### config.mk
export PLATFORM = sky130hd
export DESIGN_NAME = ac_register_bank_flat
export DESIGN_NICKNAME = d
export VERILOG_FILES = /design/src/rtl/ac_register_bank_if.sv /design/src/rtl/ac_register_bank.sv /design/src/flat_wrapper.sv
export SDC_FILE = /design/constraint.sdc
export NUM_CORES = 1
export LEC_CHECK = 0
export ABC_AREA = 1
export ABC_CLOCK_PERIOD_IN_PS = 4500
export CAP_MARGIN = 20
export CORE_MARGIN = 2
export CORE_UTILIZATION = 58
export CTS_CLUSTER_SIZE = 12
export DETAILED_ROUTE_END_ITERATION = 10
export HOLD_SLACK_MARGIN = 0.03
export PLACE_DENSITY = 0.87
export SETUP_SLACK_MARGIN = 0.2
export SYNTH_ARGS = -nofsm -noshare
export SYNTH_HDL_FRONTEND = slang
export SYNTH_SLANG_ARGS = --single-unit
### constraint.sdc
create_clock -name clk -period 4.5 [get_ports clk]
set_clock_uncertainty 0.1 [all_clocks]
set_input_delay 0.9 -clock clk [delete_from_list [all_inputs] [get_ports clk]]
set_output_delay 0.9 -clock clk [all_outputs]
set_load 0.02 [all_outputs]
### src/rtl/ac_register_bank_if.sv
// Accumulator bank command/read bundle.
// Control unit drives commands; the bank returns the selected entry.
interface ac_register_bank_if #(
    parameter int WIDTH    = 24,
    parameter int NUM_REGS = 4
);
    localparam int SEL_W = (NUM_REGS > 1) ? $clog2(NUM_REGS) : 1;

    logic [SEL_W-1:0] wr_sel;
    logic [SEL_W-1:0] rd_sel;
    logic             clear;
    logic             incre;
    logic             write_en;
    logic             alu_to_ac;
    logic             acc_en;
    logic [WIDTH-1:0] data_in;
    logic [WIDTH-1:0] alu_out;
    logic [WIDTH-1:0] data_out;
    logic             zero;
    logic             ovf;
    logic             ovf_any;

    modport master (
        output wr_sel, rd_sel, clear, incre, write_en,
        output alu_to_ac, acc_en, data_in, alu_out,
        input  data_out, zero, ovf, ovf_any
    );

    modport slave (
        input  wr_sel, rd_sel, clear, incre, write_en,
        input  alu_to_ac, acc_en, data_in, alu_out,
        output data_out, zero, ovf, ovf_any
    );
endinterface

### src/rtl/ac_register_bank.sv
// Multi-entry accumulator bank with wrap/saturate add and sticky
// per-entry overflow flags; single write port, combinational read.
module ac_register_bank #(
    parameter int WIDTH    = 24,
    parameter int NUM_REGS = 4,
    parameter int INC_STEP = 1,
    parameter int SATURATE = 0
) (
    input  logic               clk,
    input  logic               rst,
    ac_register_bank_if.slave  bus
);
    localparam int SEL_W = (NUM_REGS > 1) ? $clog2(NUM_REGS) : 1;

    logic [WIDTH-1:0]    acc [NUM_REGS];
    logic [NUM_REGS-1:0] ovf_q;
    logic [NUM_REGS-1:0] wr_hit;
    logic [NUM_REGS-1:0] rd_hit;
    logic [WIDTH-1:0]    wr_cur;
    logic [WIDTH-1:0]    rd_val;
    logic [WIDTH-1:0]    addend;
    logic [WIDTH-1:0]    add_res;
    logic [WIDTH:0]      sum;
    logic [WIDTH-1:0]    nxt;
    logic                upd;
    logic                clr;
    logic                set_ovf;

    // Out-of-range selects match no entry, so they neither write nor read.
    always_comb begin
        wr_hit = '0;
        rd_hit = '0;
        for (int i = 0; i < NUM_REGS; i++) begin
            wr_hit[i] = (NUM_REGS == 1) || (bus.wr_sel == SEL_W'(i));
            rd_hit[i] = (NUM_REGS == 1) || (bus.rd_sel == SEL_W'(i));
        end
    end

    always_comb begin
        wr_cur = '0;
        rd_val = '0;
        for (int i = 0; i < NUM_REGS; i++) begin
            if (wr_hit[i]) wr_cur = acc[i];
            if (rd_hit[i]) rd_val = acc[i];
        end
    end

    assign addend  = bus.incre ? WIDTH'(INC_STEP) : bus.data_in;
    assign sum     = {1'b0, wr_cur} + {1'b0, addend};
    assign add_res = (SATURATE != 0 && sum[WIDTH]) ? '1 : sum[WIDTH-1:0];

    always_comb begin
        upd     = 1'b1;
        clr     = 1'b0;
        set_ovf = 1'b0;
        nxt     = wr_cur;
        priority case (1'b1)
            bus.clear: begin
                nxt = '0;
                clr = 1'b1;
            end
            bus.incre: begin
                nxt     = add_res;
                set_ovf = sum[WIDTH];
            end
            bus.write_en:  nxt = bus.data_in;
            bus.alu_to_ac: nxt = bus.alu_out;
            bus.acc_en: begin
                nxt     = add_res;
                set_ovf = sum[WIDTH];
            end
            default: upd = 1'b0;
        endcase
    end

    always_ff @(posedge clk) begin
        if (!rst) begin
            for (int i = 0; i < NUM_REGS; i++) acc[i] <= '0;
            ovf_q <= '0;
        end else if (upd) begin
            for (int i = 0; i < NUM_REGS; i++) begin
                if (wr_hit[i]) begin
                    acc[i] <= nxt;
                    if (clr)          ovf_q[i] <= 1'b0;
                    else if (set_ovf) ovf_q[i] <= 1'b1;
                end
            end
        end
    end

    assign bus.data_out = rd_val;
    assign bus.zero     = (rd_val == '0);
    assign bus.ovf      = |(ovf_q & rd_hit);
    assign bus.ovf_any  = |ovf_q;
endmodule

### src/flat_wrapper.sv
// flat-port wrapper written by rule: the top's interface ports become plain ports
module ac_register_bank_flat 
#(
    parameter int WIDTH    = 24,
    parameter int NUM_REGS = 4,
    parameter int INC_STEP = 1,
    parameter int SATURATE = 0
)
  (clk, rst, bus_wr_sel, bus_rd_sel, bus_clear, bus_incre, bus_write_en, bus_alu_to_ac, bus_acc_en, bus_data_in, bus_alu_out, bus_data_out, bus_zero, bus_ovf, bus_ovf_any);
  ac_register_bank_if #(.WIDTH(WIDTH), .NUM_REGS(NUM_REGS)) bus_i ();
  input  logic clk;
  input  logic rst;
  input wire logic [$bits(bus_i.wr_sel)-1:0] bus_wr_sel;
  input wire logic [$bits(bus_i.rd_sel)-1:0] bus_rd_sel;
  input wire logic [$bits(bus_i.clear)-1:0] bus_clear;
  input wire logic [$bits(bus_i.incre)-1:0] bus_incre;
  input wire logic [$bits(bus_i.write_en)-1:0] bus_write_en;
  input wire logic [$bits(bus_i.alu_to_ac)-1:0] bus_alu_to_ac;
  input wire logic [$bits(bus_i.acc_en)-1:0] bus_acc_en;
  input wire logic [$bits(bus_i.data_in)-1:0] bus_data_in;
  input wire logic [$bits(bus_i.alu_out)-1:0] bus_alu_out;
  output wire logic [$bits(bus_i.data_out)-1:0] bus_data_out;
  output wire logic [$bits(bus_i.zero)-1:0] bus_zero;
  output wire logic [$bits(bus_i.ovf)-1:0] bus_ovf;
  output wire logic [$bits(bus_i.ovf_any)-1:0] bus_ovf_any;
  assign bus_i.wr_sel = bus_wr_sel;
  assign bus_i.rd_sel = bus_rd_sel;
  assign bus_i.clear = bus_clear;
  assign bus_i.incre = bus_incre;
  assign bus_i.write_en = bus_write_en;
  assign bus_i.alu_to_ac = bus_alu_to_ac;
  assign bus_i.acc_en = bus_acc_en;
  assign bus_i.data_in = bus_data_in;
  assign bus_i.alu_out = bus_alu_out;
  assign bus_data_out = bus_i.data_out;
  assign bus_zero = bus_i.zero;
  assign bus_ovf = bus_i.ovf;
  assign bus_ovf_any = bus_i.ovf_any;
  ac_register_bank #(.WIDTH(WIDTH), .NUM_REGS(NUM_REGS), .INC_STEP(INC_STEP), .SATURATE(SATURATE)) u_core (.clk(clk), .rst(rst), .bus(bus_i));
endmodule
==> impl_results.md <==
* Yosys reg bits at 100
* Hold_buf cts at 0
* HP Class: reg2reg
* R2r setup slk at 1370 ps
* Bufs on Longest Clock Path at 2
* Unrepaired setup endpoints after global routing: false
* Grt peak-use layer: met2
* Worst slew margin at 45.30%
* Core area at 0.01335 mm²
* Fraction of the mapped netlist area in compound gates at 13.13%
* Top delay family on crit path: buffers and inverters
* Slowest cell delay on critical path at 590 ps
* Netlist cell types at 39
* Synth Area in XOR/XNOR at 0.6595%
* WHS Path Cells at 2
* Met1 Use GR at 46.24%
* Final Hold Viols at 0
* Register area at 0.002963 mm²
* Largest net degree at the start of global routing at 41
* Gr ovfl total at 0
* Syn-to-layout area delta at 19.30%
* Layout Utilization at 71.21%
* Synth Area per Inst at 6.690 µm²
* Crit path buffers/inverters at 5
* DIE AREA at 0.01469 mm²
* Port Buffers at 85
* Via density at 5.908
* Fmax at 237.9 MHz
* Lkg Pwr at 4.416 nW
* Peak VDD IR at 0.1674 mV
* Share of layout cells above drive strength 1 at 7.204%
* Clock transition at the registers of the reported paths at 70 ps
* # rows at 42
* H-Tree Depth at 3
* Worst reg-to-reg path cell count at 17
* Die Ht at 121.2 µm
* Setup TNS at 0 ps
* Worst EP required at 3500 ps
* Sequential share of the synthesized area at 37.19%
* Reg2reg start: u_core.acc[2][0]$_SDFFCE_PN0P_
* Crit share post-route at 93.43%
* Final Instance Area at 0.009505 mm²
* Multi-input logic area at 0.004078 mm²
* Inserted Clock Buffers at 9
* Slew of the pin with the lowest slew margin at 819.6 ps
* Root Driver: clkbuf_16
* Mapped Cells at 1191
* CP Cell Sequence: clkdlybuf4s50_1 -> inv_2 -> nor2_4 -> inv_2 -> o2111ai_1 -> buf_4 -> clkdlybuf4s50_1
* Starting Density at 59.69%
* M3 GR Usage at 5.451%
* Mux contribution to synthesized area at 0%
* Drt first pass iters at 7
* Final WL at 25440 µm
* Die width at 121.2 µm
* Critical-path top delay cell: clkdlybuf4s50_1
* PwrDens at 284.5 mW/mm²
* Drc violations at 0
* DP HPWL at 18520 µm
* Post-synthesis cell area at 0.007968 mm²
* Type of origin of the critical path: primary input
* Vias after detailed routing at 8667
* Initial antenna violation count at 0
* Worst slack at placement at -226.9 ps
* Syn_nets at 1275
* Clk Latency, worst-skew pair at 350 ps
* Vias in the first global route at 8007
* Worst R2R End: u_core.acc[2][18]$_SDFFCE_PN0P_
* Slew Limit Fails at 0
* Endpoints failing setup at 0
* # diodes at 0
* First-pass GRT wire length at 40220 µm
* Max-Cap Viols at 0
* Gpl congestion at 1.050
* Post-synthesis simple-gate area fraction at 33.10%
* Adder-Cell Fraction of Synth Area at 4.020%
* DRT iter0 DRCs at 1113
* GR Util All Layers at 35.48%
* # fillers at 1094
* Largest fanout on the critical path at 13
* Worst setup EP type: output port
* Clock sink count at 100
* Yosys Warn Count at 0
* Fin nets at 1370
* Drt wl/cell at 17.34 µm
* Worst hold endpoint: u_core.ovf_q[0]$_SDFFE_PN0P_
* WS Path Type: in2out
* Placed inst area at 0.009175 mm²
* Largest family of logic cells by synthesized area: simple AND/OR/NAND/NOR gates
* Status: finished clean
* GRT met2 Usage at 58.92%
* Worst Path Arrival at 3200 ps
* ANT nets after route at 0
* CTS tree: yes
* Tmin final at 4204 ps
* Final worst setup slack at 295.8 ps
* WHS at 379.8 ps
* Hold_sp: u_core.ovf_q[0]$_SDFFE_PN0P_
* I/O pin cnt at 86
cells in the mapped netlist, drive strengths merged:
| library cell | count | area [µm²] |
|---|---|---|
| o221ai | 1 | 15.01 |
| clkbuf | 22 | 82.58 |
| fa | 1 | 20.02 |
| nand2 | 339 | 1300 |
| o211ai | 2 | 15.01 |
| o21ai | 65 | 336.6 |
| nor3 | 3 | 15.01 |
| nand3 | 86 | 435.4 |
| xor2 | 2 | 17.52 |
| o22ai | 24 | 162.7 |
| edfxtp | 96 | 2883 |
| buf | 24 | 141.4 |
| inv | 192 | 720.7 |
| or2 | 3 | 18.77 |
| o2111ai | 25 | 219.0 |
| nor2 | 200 | 772.0 |
| a21oi | 54 | 270.3 |
| dfxtp | 4 | 80.08 |
| nor4 | 2 | 12.51 |
| xnor2 | 4 | 35.03 |
| o21bai | 1 | 7.510 |
| ha | 24 | 300.3 |
| o21a | 1 | 7.510 |
| clkinv | 1 | 3.750 |
| nand3b | 2 | 15.01 |
| a31oi | 2 | 12.51 |
| nand4 | 11 | 68.82 |
worst register-to-register path: stages (launching register included):
cell	delay (ps)
edfxtp_1	320
inv_1	50
o2111ai_1	220
o21ai_1	160
inv_1	80
ha_1	210
inv_1	80
fa_1	510
inv_1	160
nand3_1	140
nand3_1	190
nand2_1	140
nand3_1	110
nand3_1	80
nand2_1	60
inv_1	60
nand2_2	120
nor2_1	60
cell families after synthesis:
kind of cell	Yosys count
adder cells (fa/ha/maj)	25
flip-flops	100
AND/OR/NAND/NOR	646
AO/OA/AOI/OAI	175
buffers and inverters	239
XOR/XNOR	6
placed cells by master, fill, tap and decap left out, drive strengths merged, types with 4 or more instances in the layout:
cell           count
buf               46
clkdlybuf4s50     81
nand4             11
clkinv             7
clkbuf            10
nand2            339
edfxtp            96
a21oi             54
inv              191
o22ai             24
nand3             86
dfxtp              4
xnor2              4
o21ai             65
ha                24
o2111ai           25
nor2             200
power by group:
part,switching [W],internal (W)
Sequential,0.0000284,0.00108
Combinational,0.000533,0.000305
Clock,0.000331,0.000423
Total,0.000893,0.00181
sequential cells by signal, indices dropped and copies added, names as in the netlist:
| name | flops |
|---|---|
| u_core.acc | 96 |
| u_core.ovf_q | 4 |
metal layers:
layer | share of wire, % | wire [µm] | up-vias
li1 | - | - | 4047
met1 | 38 | 9613 | 3919
met2 | 47 | 11960 | 604
met3 | 11 | 2870 | 97
met4 | 3.9 | 992 | 0
met5 | 0 | 0 | -
what timing repair did:
action,CTS,global route
resized for setup,5,6
gates cloned,0,0
setup buffers,3,0
setup endpoints to repair,16,30
layout make-up:
cell class	instances	area share, %
well taps	176	2.317
clock buffers	9	2.369
multi-input cells	852	42.90
flip-flops and latches	100	31.17
inverters	193	7.661
clock inverters	7	0.6055
repair buffers	130	12.98
worst max path at each step:
stage	startpoint	end	slack, ps	cells after the start
2_1_floorplan	bus_incre	u_core.acc[0][11]$_SDFFCE_PN0P_	1000	17
3_3_place_gp	bus_rd_sel[1]	bus_zero	-170	11
3_5_place_dp	bus_rd_sel[1]	bus_zero	-230	11
4_1_cts	bus_rd_sel[0]	bus_zero	340	13
5_1_grt	bus_rd_sel[0]	bus_zero	240	13
6_report	bus_rd_sel[1]	bus_data_out[13]	300	7
stage by stage:
step | cells | total power, W
detailed placement | 1448 | 0.001936
finish | 1467 | 0.002704
CTS | 1467 | 0.002670
global route | 1467 | 0.002809
floorplan | 1191 | 0.001638
global placement | 1448 | 0.001922
Note: power is estimated with default switching activity, not from simulation.
